[src/rtl/corefifo_rd_ptr_ctrl_pkg.sv]
// Shared FIFO pointer helpers used by both read- and write-side controllers.
// Pointers carry one extra bit so full and empty stay distinguishable.
package corefifo_rd_ptr_ctrl_pkg;

    localparam int PTR_MAX = 32;

    function automatic int ptr_width(input int aw);
        return aw + 1;
    endfunction

    function automatic logic [PTR_MAX-1:0] bin2gray(input logic [PTR_MAX-1:0] b);
        return b ^ (b >> 1);
    endfunction

endpackage

[src/rtl/corefifo_rd_ptr_ctrl_gray2bin.sv]
// Gray-to-binary pointer converter shared by the FIFO pointer controllers.
module corefifo_grayToBinConv #(
    parameter int ADDRWIDTH = 3
) (
    input  logic [ADDRWIDTH:0] gray,
    output logic [ADDRWIDTH:0] bin
);

    always_comb begin
        bin = '0;
        for (int i = 0; i <= ADDRWIDTH; i++) begin
            bin[i] = ^(gray >> i);
        end
    end

endmodule

[src/rtl/corefifo_rd_ptr_ctrl.sv]
// CoreFIFO read-side pointer controller: write-pointer sync, read pointer,
// fill count, empty/almost-empty, underflow and read-data-valid.
module corefifo_rd_ptr_ctrl
    import corefifo_rd_ptr_ctrl_pkg::*;
#(
    parameter int ADDRWIDTH = 3,
    parameter int AE_THRESH = 1
) (
    input  logic                 rclk,
    input  logic                 rrst,
    input  logic [ADDRWIDTH:0]   wptr_gray_in,
    input  logic                 re,
    output logic [ADDRWIDTH-1:0] raddr,
    output logic                 rd_mem_en,
    output logic [ADDRWIDTH:0]   rptr_gray_out,
    output logic                 empty,
    output logic                 aempty,
    output logic [ADDRWIDTH:0]   rdcnt,
    output logic                 underflow,
    output logic                 dvld
);

    localparam int PW = ptr_width(ADDRWIDTH);
    localparam logic [PW-1:0] AE = PW'(AE_THRESH);

    logic [PW-1:0] s1;
    logic [PW-1:0] s2;
    logic [PW-1:0] wbin;
    logic [PW-1:0] rptr_bin;
    logic [PW-1:0] rptr_next;
    logic [PW-1:0] cnt_next;
    logic          rd_ok;

    corefifo_grayToBinConv #(
        .ADDRWIDTH(ADDRWIDTH)
    ) u_g2b (
        .gray(s2),
        .bin (wbin)
    );

    assign rd_ok     = re & ~empty;
    assign rd_mem_en = rd_ok;
    assign rptr_next = rptr_bin + PW'(rd_ok);
    // Full-width subtraction keeps the count right across the pointer wrap.
    assign cnt_next  = wbin - rptr_next;
    assign raddr     = rptr_bin[ADDRWIDTH-1:0];

    always_ff @(posedge rclk) begin
        if (rrst) begin
            s1            <= '0;
            s2            <= '0;
            rptr_bin      <= '0;
            rptr_gray_out <= '0;
            rdcnt         <= '0;
            empty         <= 1'b1;
            aempty        <= 1'b1;
            underflow     <= 1'b0;
            dvld          <= 1'b0;
        end else begin
            s1            <= wptr_gray_in;
            s2            <= s1;
            rptr_bin      <= rptr_next;
            rptr_gray_out <= PW'(bin2gray(PTR_MAX'(rptr_next)));
            rdcnt         <= cnt_next;
            empty         <= (cnt_next == '0);
            aempty        <= (cnt_next <= AE);
            underflow     <= re & empty;
            dvld          <= rd_ok;
        end
    end

endmodule

[config.mk]
export PLATFORM = sky130hd
export DESIGN_NAME = corefifo_rd_ptr_ctrl
export DESIGN_NICKNAME = d
export VERILOG_FILES = /design/src/rtl/corefifo_rd_ptr_ctrl_pkg.sv /design/src/rtl/corefifo_rd_ptr_ctrl_gray2bin.sv /design/src/rtl/corefifo_rd_ptr_ctrl.sv
export SDC_FILE = /design/constraint.sdc
export NUM_CORES = 1
export LEC_CHECK = 0
export CORE_UTILIZATION = 35
export DETAILED_ROUTE_END_ITERATION = 6
export PLACE_DENSITY_LB_ADDON = 0.08
export SLEW_MARGIN = 20
export SYNTH_ARGS = -nofsm -noshare
export SYNTH_HDL_FRONTEND = slang
export SYNTH_SLANG_ARGS = --single-unit
export TNS_END_PERCENT = 5
[constraint.sdc]
create_clock -name rclk -period 3.24 [get_ports rclk]
set_clock_uncertainty 0.1 [all_clocks]
set_input_delay 0.81 -clock rclk [delete_from_list [all_inputs] [get_ports rclk]]
set_output_delay 0.81 -clock rclk [all_outputs]
set_load 0.02 [all_outputs]
==> flow_metrics.py <==
metrics = {
    "power_and_ir_drop": {
        "ir_worst_vdd_mv": 0.275,
        "p_leak_nw": 0.547,
        "p_per_area_nw_per_um2": 522,
        "power_mw": 0.689,
    },
    "yosys": {
        "syn_inst": 87,
        "synth_nets": 99,
        "syn-cell-area_sq_um": 948,
        "synth_warnings": 0,
        "ys_types": 27,
        "synth_seq_cells": 23,
        "avgSynthCellArea_sq_um": 10.9,
        "ys_seq_area_frac": 0.485,
    },
    "layout": {
        "fillCellCount": 247,
        "instances_no_fill": 149,
        "drive_above_1_share": 0.202,
        "num_antenna_cells": 0,
        "seq_area_sq_um": 460,
        "syn2layout_area_growth_pct": 39.3,
        "nets": 132,
        "multi_input_area_sq_um": 493,
        "fin_util": 0.524,
        "final_cell_mix": "23 x dfxtp_1, 22 x clkdlybuf4s50_1, 13 x nor2b_1",
        "layout_commonest_cell": "dfxtp_1",
        "stdcell_area_sq_um": 1320,
    },
    "routing": {
        "num_vias": 680,
        "drt-wirelength-per-cell_microns": 10.4,
        "avgViaCountPerCell": 4.56,
        "drt_first_iter_violations": 3,
        "postRouteAntennaNets": 0,
        "route.detailed.drc": 0,
        "routed_wirelength_microns": 1550,
        "drt_pass1_iterations": 2,
    },
    "floorplan": {
        "start_util": 0.376,
        "die_x_microns": 54.1,
        "die_area_sq_um": 2920,
        "die_y_microns": 54.1,
        "rows": 18,
        "io-pin-count": 23,
        "core-area_sq_um": 2520,
    },
    "grt": {
        "antenna_found_initial": 0,
        "grt-ovfl-total": 0,
        "grt_pass1_wl_microns": 2530,
        "grt_max_degree": 14,
        "globalRouteTotalUtil": 0.122,
        "grt_pass1_vias": 582,
    },
    "clock_tree": {
        "clock-sinks": 23,
        "cts_max_level": 1,
        "clkTransAtPathRegs_ns": 0.13,
        "clockBufferDepth": 2,
        "ctsHoldBuffers": 0,
        "cts_tree": "done",
        "insertion_delay_ns": 0.30,
        "cts_made_buffers": 3,
        "root_buffer": "clkbuf_4",
    },
    "timing": {
        "setup_ws_ns": 0.134,
        "fin_hold_ws_ns": 0.349,
        "fmax_mhz": 322,
        "maxSlewHeadroom": 0.792,
        "tightest_slew_ns": 0.303,
        "setup_tns_ns": 0,
        "fin_crit_sh": 0.959,
        "rsz0062_at_grt": "no",
        "post-route-min-period_ns": 3.11,
        "drv_slew": 0,
        "finalSetupViolations": 0,
        "final_hold_viol_count": 0,
    },
    "outcome": {
        "status": "finished, final reports clean",
    },
    "critical_path": {
        "cp-start-kind": "input pin",
        "cp_common_cell": "ha_2",
        "slowest_delay_ns": 0.48,
        "path_cells": "clkdlybuf4s50_1, nor2b_4, ha_2, ha_2, xnor2_2, ha_1, nor3b_1, a311oi_2, a31oi_2, buf_4, o31ai_2",
        "crit_fanout": 3,
        "worstPathArrival_ns": 3.23,
        "r2r_slack_ns": 0.75,
        "crit_slowest_cell": "clkdlybuf4s50_1",
        "endpoint_kind": "flop",
        "crit_type": "input pin to flop",
        "cp.required_ns": 3.37,
    },
    "flow_run": {
        "max-cap-violations": 0,
    },
    "placement": {
        "gp_congestion": 0.740,
        "hpwl_microns": 1180,
        "dp_worst_setup_slack_ns": -0.305,
        "numPortBuffers": 22,
        "dpl_cell_area_sq_um": 1260,
        "dpl.cell_count": 144,
    },
    "worst_hold_path": {
        "hp-class": "flop to flop",
    },
}
==> report_power, final <==
group          switching [mW]  leakage, nW  total (mW)  internal (mW)
Clock                  0.0836       0.0177       0.130         0.0460
Combinational           0.110        0.340       0.234          0.124
Sequential             0.0127        0.189       0.325          0.313
==> cells by family after synthesis <==
kind of cell / share of synthesized area
AOI/OAI and AO/OA: 0.0792
adders and majority gates: 0.0660
and+or+nand+nor: 0.207
muxes: 0.0106
xor gates and xnor gates: 0.123
buffers and inverters: 0.0290
DFF: 0.485
==> path summary, 6_finish.rpt <==
kind | depth (start not counted) | startpoint | to
worst min register to register | 1 | s1[2]$_SDFF_PP0_ | s2[2]$_SDFF_PP0_
worst max-delay path | 11 | re | aempty$_SDFF_PP1_
worst max register to register | 10 | empty$_SDFF_PP1_ | aempty$_SDFF_PP1_
worst min-delay path | 1 | s1[2]$_SDFF_PP0_ | s2[2]$_SDFF_PP0_
==> registers in the layout, indices dropped and copies added (netlist names) <==
| signal | cells |
|---|---|
| s2 | 4 |
| empty | 1 |
| dvld | 1 |
| rdcnt | 4 |
| aempty | 1 |
| rptr_gray_out | 4 |
| underflow | 1 |
| rptr_bin | 3 |
| s1 | 4 |
==> area by class of cell <==
class,instances,share of cell area
tap,30,0.0284
inverter,4,0.0114
multi-input combinational,57,0.373
clock inverter,1,0.00379
sequential,23,0.348
clock buffer,3,0.0170
timing repair buffer,31,0.218
==> cell usage after synthesis <==
cell type | count | area, sq um
a21oi_1 | 1 | 5.00
a311oi_1 | 1 | 8.76
a31oi_1 | 1 | 6.26
and2_2 | 1 | 7.51
and3_1 | 3 | 18.8
and4_1 | 1 | 8.76
buf_2 | 1 | 5.00
clkbuf_1 | 2 | 7.51
dfxtp_1 | 23 | 460
ha_1 | 5 | 62.6
inv_1 | 4 | 15.0
mux2i_1 | 1 | 10.0
nand2_1 | 2 | 7.51
nand4_1 | 1 | 6.26
nand4b_1 | 1 | 8.76
nor2_1 | 7 | 26.3
nor2b_1 | 14 | 87.6
nor3_1 | 2 | 10.0
nor3b_1 | 2 | 15.0
o21a_1 | 1 | 7.51
o21bai_4 | 1 | 18.8
o31ai_2 | 1 | 12.5
o41ai_2 | 1 | 16.3
xnor2_1 | 4 | 35.0
xnor3_1 | 1 | 22.5
xnor3_2 | 1 | 23.8
xor2_1 | 4 | 35.0
==> per-layer routing <==
| metal | vias to the layer above | global-route usage | wire [microns] |
|---|---|---|---|
| met1 | 310 | 0.150 | 727 |
| met2 | 15 | 0.193 | 738 |
| met5 | - | 0 | 0 |
| li1 | 353 | - | - |
| met4 | 0 | 0.0641 | 20 |
| met3 | 2 | 0.0339 | 68 |
==> repair_timing <==
action                                  4_1_cts  5_1_grt
buffers inserted                              0        1
resized for setup                             0        6
endpoints found under the setup margin        0        3
==> critical path, delay by kind of cell <==
kind,cells,cell delay (ns)
fa+ha+maj,3,0.74
simple gates,2,0.31
compound gates,3,0.66
buf+inv,2,0.64
xor+xnor,1,0.09
Power figures use the tool's default switching activity.
==> RTL edit 1 (same flow settings) <==
`ADDRWIDTH` is set to 3 in 2 places; all go to 4.
--- a/src/rtl/corefifo_rd_ptr_ctrl_gray2bin.sv
+++ b/src/rtl/corefifo_rd_ptr_ctrl_gray2bin.sv
@@ -1,6 +1,6 @@
 // Gray-to-binary pointer converter shared by the FIFO pointer controllers.
 module corefifo_grayToBinConv #(
-    parameter int ADDRWIDTH = 3
+    parameter int ADDRWIDTH = 4
 ) (
     input  logic [ADDRWIDTH:0] gray,
     output logic [ADDRWIDTH:0] bin
--- a/src/rtl/corefifo_rd_ptr_ctrl.sv
+++ b/src/rtl/corefifo_rd_ptr_ctrl.sv
@@ -3,7 +3,7 @@
 module corefifo_rd_ptr_ctrl
     import corefifo_rd_ptr_ctrl_pkg::*;
 #(
-    parameter int ADDRWIDTH = 3,
+    parameter int ADDRWIDTH = 4,
     parameter int AE_THRESH = 1
 ) (
     input  logic                 rclk,
Ports: changed (resized raddr, rdcnt, rptr_gray_out and wptr_gray_in); port bits go from 23 to 27. The function was not compared with the original's and may differ.
==> RTL edit 1 against the original RTL <==
- total power rose by 11%
- synthesized area rose by 27%
- first-iteration DRC count grew to 5.0 times the old value
- utilization rose by 1.1 points
- count of clock-buffer cells in the layout stayed put
- maximum frequency rose by 0.28%
- sequential share of layout area is 1.5 points lower
- setup slack gained 0.0087 ns
- synthesized cell count up 34%
- routed wire length up 34%
- final area rose by 28%
- sequential cell count increased by 5
- non-clock buffer count increased by 11
- largest cell class unchanged
==> RTL edit 1: results (changes against the original RTL) <==
Parameter                              Value

Finish
  Antenna diodes    0 (unchanged)
  Fraction of final layout cells with drive strength greater than 1    23.72% (+3.5 points)
  Net count of the finished layout    170 (+29%)

Clock network
  Clk pin slew, worst setup/hold paths    around 0.14 ns
  Buffer cell driving the clock tree root    sky130_fd_sc_hd__clkbuf_4
  Clock latency at the later pin of the worst-skew pair    0.32 ns (+0.02 ns)
  Total CTS buffers    3 (unchanged)
  H-tree level count    1 (unchanged)
  Maximum buffer depth of the clock tree    2 (unchanged)

Power
  Leakage power    0.6733 nW (+23%)
  Peak supply drop    193.9 uV (-29%)

Timing
  Count of final max-slew check failures    0 (unchanged)
  Setup slack after layout    0.1431 ns (+0.008738 ns)
  Hold slack final    0.3519 ns (+0.002664 ns)
  Slew at the pin with the worst max-slew slack    0.8156 ns (+0.5125 ns)

Setup path
  Worst-case register-to-register setup slack    0.19 ns (-0.56 ns)
  Worst Reg-to-Reg Cells    12 (+2)
  Reg-to-reg endpoint    empty
  Origin of the critical flop-to-flop path    s2[4]
  Data arrival at the endpoint of the critical path    3.23 ns (about the same)
  Maximum fanout encountered on the critical timing path    3 (unchanged)

Global route
  Vias in the first global route    867 (+49%)
  Total routing usage reported by global routing    13.57% (+1.3 points)
  Met2 demand-to-capacity share in global routing    23.08% (+3.7 points)
  Met1 Resource Use GR    15.99% (+1.0 points)
  Largest net degree at the start of global routing    25 (+11)
  Met3 global-route usage    1.919% (-1.5 points)
  Antenna violations before repair    0 (unchanged)
  First-pass GRT wire length    3.629 mm (+43%)

Yosys
  Share of async-settable or async-resettable flops after synthesis    0% (unchanged)
  Unique masters post-synth    34 (+26%)
  Number of nets in the synthesized netlist    129 (+30%)
  Post-synth top cells    28 x sky130_fd_sc_hd__dfxtp_1, 16 x sky130_fd_sc_hd__nor2_1, 15 x sky130_fd_sc_hd__nor2b_1
  Sequential cell area fraction in the yosys report    46.62% (-1.9 points)
  XOR/XNOR share of the synthesized area    15.71% (+3.4 points)
  YS warnings    0 (unchanged)
  Fraction of the mapped netlist area in compound gates    8.741% (+0.83 points)
  Post-synthesis share of cell area spent on full adders, half adders and majority gates    5.099% (-1.5 points)
  Portion of netlist area occupied by mux cells    0.8325% (-0.22 points)
  Top post-synthesis cells by area    sky130_fd_sc_hd__dfxtp_1 47%, sky130_fd_sc_hd__nor2b_1 7.8%, sky130_fd_sc_hd__xnor2_1 5.1%

Min path
  Hold Path Cell Cnt    1 (unchanged)
  Launch instance of the worst min-delay path    s1[4]
  Class of the tightest hold or removal check    reg2reg
  Endpoint with the worst hold slack    s2[4]

Placed design
  Worst slack at placement    -0.4978 ns (-0.1929 ns)
  Placed instance area    1614 um^2 (+28%)
  HPWL after detailed placement    1.585 mm (+34%)
  Buffers on Ports    26 (+18%)
  Final Wtd Congestion    0.7843 (+6.0%)

Detailed routing
  Count of TritonRoute iterations in the first routing pass    4 (+2)
  Aggregate routed wire length    2.082 mm (+34%)
  Initial DRC Count    15 (+12)
  Count of vias placed by the detailed router    893 (+31%)

Status
  Status    completed
-- RTL edit 1: cell families after synthesis --
group                    after synthesis
AO/OA/AOI/OAI                         14
XOR/XNOR                              17
adder cells (fa/ha/maj)                5
buffers and inverters                  8
flip-flops                            28
multiplexers                           1
AND/OR/NAND/NOR                       44
-- RTL edit 1: worst max-delay path: stages --
cell                            delay [ns]
sky130_fd_sc_hd__dlygate4sd2_1        0.25
sky130_fd_sc_hd__nor2b_4              0.14
sky130_fd_sc_hd__ha_4                 0.17
sky130_fd_sc_hd__ha_4                 0.26
sky130_fd_sc_hd__inv_2                0.04
sky130_fd_sc_hd__xnor2_2              0.12
sky130_fd_sc_hd__ha_2                 0.19
sky130_fd_sc_hd__o21bai_4             0.11
sky130_fd_sc_hd__nor2_1               0.06
sky130_fd_sc_hd__maj3_2               0.31
sky130_fd_sc_hd__or3_1                0.38
sky130_fd_sc_hd__a21boi_2             0.18
sky130_fd_sc_hd__a41o_1               0.22
-- RTL edit 1: metrics by stage --
stage,instances,utilization (%),TNS [ns]
2_1_floorplan,117,-,0
3_3_place_gp,197,51.19,-1.174
3_5_place_dp,197,51.19,-1.235
4_1_cts,200,53.13,0
5_1_grt,200,53.45,0
6_report,200,53.45,0
-- RTL edit 1: cell type report --
| class | instances | area [um^2] |
|---|---|---|
| Inverter | 2 | 7.507 |
| Fill cell | 307 | 1468 |
| Tap cell | 44 | 55.05 |
| Sequential cell | 28 | 561.8 |
| Timing Repair Buffer | 42 | 379.1 |
| Clock buffer | 3 | 22.52 |
| Multi-Input combinational cell | 81 | 659.4 |
-- RTL edit 1: how the worst max path moves through the flow --
stage / startpoint / end / depth (start not counted)
finish: re / empty / 13
global route: s2[4] / empty / 12
CTS: s2[4] / empty / 12
detailed placement: re / empty / 13
global placement: re / aempty / 13
floorplan: re / aempty / 12
-- RTL edit 1: where the power goes --
part / internal (mW) / switching (mW)
registers: 0.373 / 0.0127
clock network: 0.0437 / 0.0964
logic: 0.131 / 0.107
total: 0.547 / 0.216
-- RTL edit 1: what timing repair did --
action,CTS,global route
pin swaps,3,0
buffers inserted,0,0
cloned,0,0
resized for setup,7,3
endpoints found under the setup margin,2,2
-- RTL edit 1: per-layer routing --
layer  share of wire (%)  wire, um  up-vias
li1                    -         -      457
met1                  45       941      408
met2                  49      1018       21
met3                 2.8        58        7
met4                 3.1        64        0
met5                   0         0        -
==> RTL edit 2 (config.mk and constraints unchanged) <==
Without the edit above. Register the output `underflow` once more, without a reset; this adds one clock of latency there. The other outputs are not delayed to match.
--- a/src/rtl/corefifo_rd_ptr_ctrl.sv
+++ b/src/rtl/corefifo_rd_ptr_ctrl.sv
@@ -22,6 +22,8 @@
 
     localparam int PW = ptr_width(ADDRWIDTH);
     localparam logic [PW-1:0] AE = PW'(AE_THRESH);
+
+    logic underflow_s0;
 
     logic [PW-1:0] s1;
     logic [PW-1:0] s2;
@@ -54,7 +56,7 @@
             rdcnt         <= '0;
             empty         <= 1'b1;
             aempty        <= 1'b1;
-            underflow     <= 1'b0;
+            underflow_s0  <= 1'b0;
             dvld          <= 1'b0;
         end else begin
             s1            <= wptr_gray_in;
@@ -64,10 +66,14 @@
             rdcnt         <= cnt_next;
             empty         <= (cnt_next == '0);
             aempty        <= (cnt_next <= AE);
-            underflow     <= re & empty;
+            underflow_s0  <= re & empty;
             dvld          <= rd_ok;
         end
     end
 
+    always_ff @(posedge rclk) begin
+        underflow <= underflow_s0;
+    end
+
 endmodule
 
Formal check against the unedited RTL: not equivalent (Yosys sat finds a counterexample within 4 cycles, from zero or initial values and one cycle with rrst high).
==> RTL edit 2 against the original RTL <==
- synthesized area grew 2.1%
- via count is 1.0% lower
- first-iteration DRC count increased to 2.7 times the old value
- setup slack gained 0.027 ns
- total power up 4.7%
- die area is 2.0% higher
- sequential power rose by 4%
- routed wire length is 6.3% lower
- hold slack got worse by 0.11 ns
- global-route usage decreased by 0.091 points
- sequential cell count up 1
- register-to-register slack improved by 0.03 ns
- final area increased by 0.47%
==> RTL edit 2: results (changes against the original RTL) <==
Parameter                              Value

Detailed routing
  Initial DRC Count    8 (+5)
  DR WL met3    78 um (+15%)
  Uppermost layer routed    met4
  Routed length on met1    688 um (-5.4%)
  Count of TritonRoute iterations in the first routing pass    4 (+2)
  Number of vias per cell after detailed routing    4.547 (-0.36%)
  Wire length per cell after detailed routing    9.838 um (-5.7%)

Min path
  Endpoint with the worst hold slack    underflow
  Launch instance of the worst min-delay path    underflow_s0
  Hold Path Cell Cnt    0 (-1)

Yosys
  Post-synth top cells    24 x sky130_fd_sc_hd__dfxtp_1, 14 x sky130_fd_sc_hd__nor2b_1, 7 x sky130_fd_sc_hd__nor2_1
  Fraction of the mapped netlist area in compound gates    7.752% (-0.16 points)
  XOR/XNOR share of the synthesized area    12.02% (-0.25 points)
  Number of nets in the synthesized netlist    100 (+1.0%)
  Post-synthesis share of cell area spent on full adders, half adders and majority gates    6.460% (-0.14 points)
  Sequential cell area fraction in the yosys report    49.61% (+1.1 points)
  Unique masters post-synth    27 (unchanged)
  Portion of netlist area occupied by mux cells    1.034% (-0.022 points)
  Top post-synthesis cells by area    sky130_fd_sc_hd__dfxtp_1 50%, sky130_fd_sc_hd__nor2b_1 9.0%, sky130_fd_sc_hd__ha_1 6.5%
  Number of standard cells after synthesis    88 (+1.1%)

Setup path
  Family with the most delay on the worst path    compound AO/OA/AOI/OAI gates
  Critical Path End    empty
  Worst-case register-to-register setup slack    0.78 ns (+0.03 ns)

Placed design
  Final Wtd Congestion    0.7352 (-0.59%)
  HPWL after detailed placement    1.134 mm (-3.8%)
  Placed instance area    1269 um^2 (+1.0%)

Status
  Status    completed

Global route
  Met2 demand-to-capacity share in global routing    19.28% (-0.064 points)
  Met1 Resource Use GR    13.73% (-1.3 points)
  Total routing usage reported by global routing    12.14% (-0.091 points)
  Met3 global-route usage    5.833% (+2.4 points)
  First-pass GRT wire length    2.442 mm (-3.6%)

Timing
  Slew at the pin with the worst max-slew slack    0.2974 ns (-0.005715 ns)
  Hold slack final    0.2416 ns (-0.1077 ns)

Power
  Leakage power    0.5466 nW (-0.11%)
  Peak supply drop    418.0 uV (+52%)

Finish
  Final standard cell count with taps included and fillers excluded    148 (-0.67%)
  Net count of the finished layout    131 (-0.76%)
  Antenna diodes    0 (unchanged)
  Fraction of final layout cells with drive strength greater than 1    17.80% (-2.4 points)

Clock network
  Clock latency at the later pin of the worst-skew pair    ~0.31 ns
RTL edit 2: changes by cell type after synthesis:
| cell | unedited run | this run |
|---|---|---|
| sky130_fd_sc_hd__dfxtp_1 | 23 | 24 |
RTL edit 2: stage by stage:
step                      utilization (%)  setup WS [ns]
final                               52.16         0.1609
after global routing                52.16        0.01914
after CTS                           51.28        0.07359
after detailed placement            49.85        -0.2814
after global placement              49.85        -0.1961
after floorplan                         -         0.1166
RTL edit 2: area by class of cell:
| class | count | area, um^2 |
|---|---|---|
| Tap cell | 30 | 37.54 |
| Clock buffer | 4 | 36.28 |
| Sequential cell | 24 | 480.5 |
| Fill cell | 239 | 1217 |
| Multi-Input combinational cell | 57 | 485.5 |
| Inverter | 4 | 15.01 |
| Timing Repair Buffer | 29 | 272.8 |
RTL edit 2: power by group:
part	total, mW	internal (mW)	switching [mW]
clock	0.155	0.0687	0.0865
sequential	0.338	0.326	0.0117
combinational	0.229	0.119	0.110
total	0.722	0.514	0.208
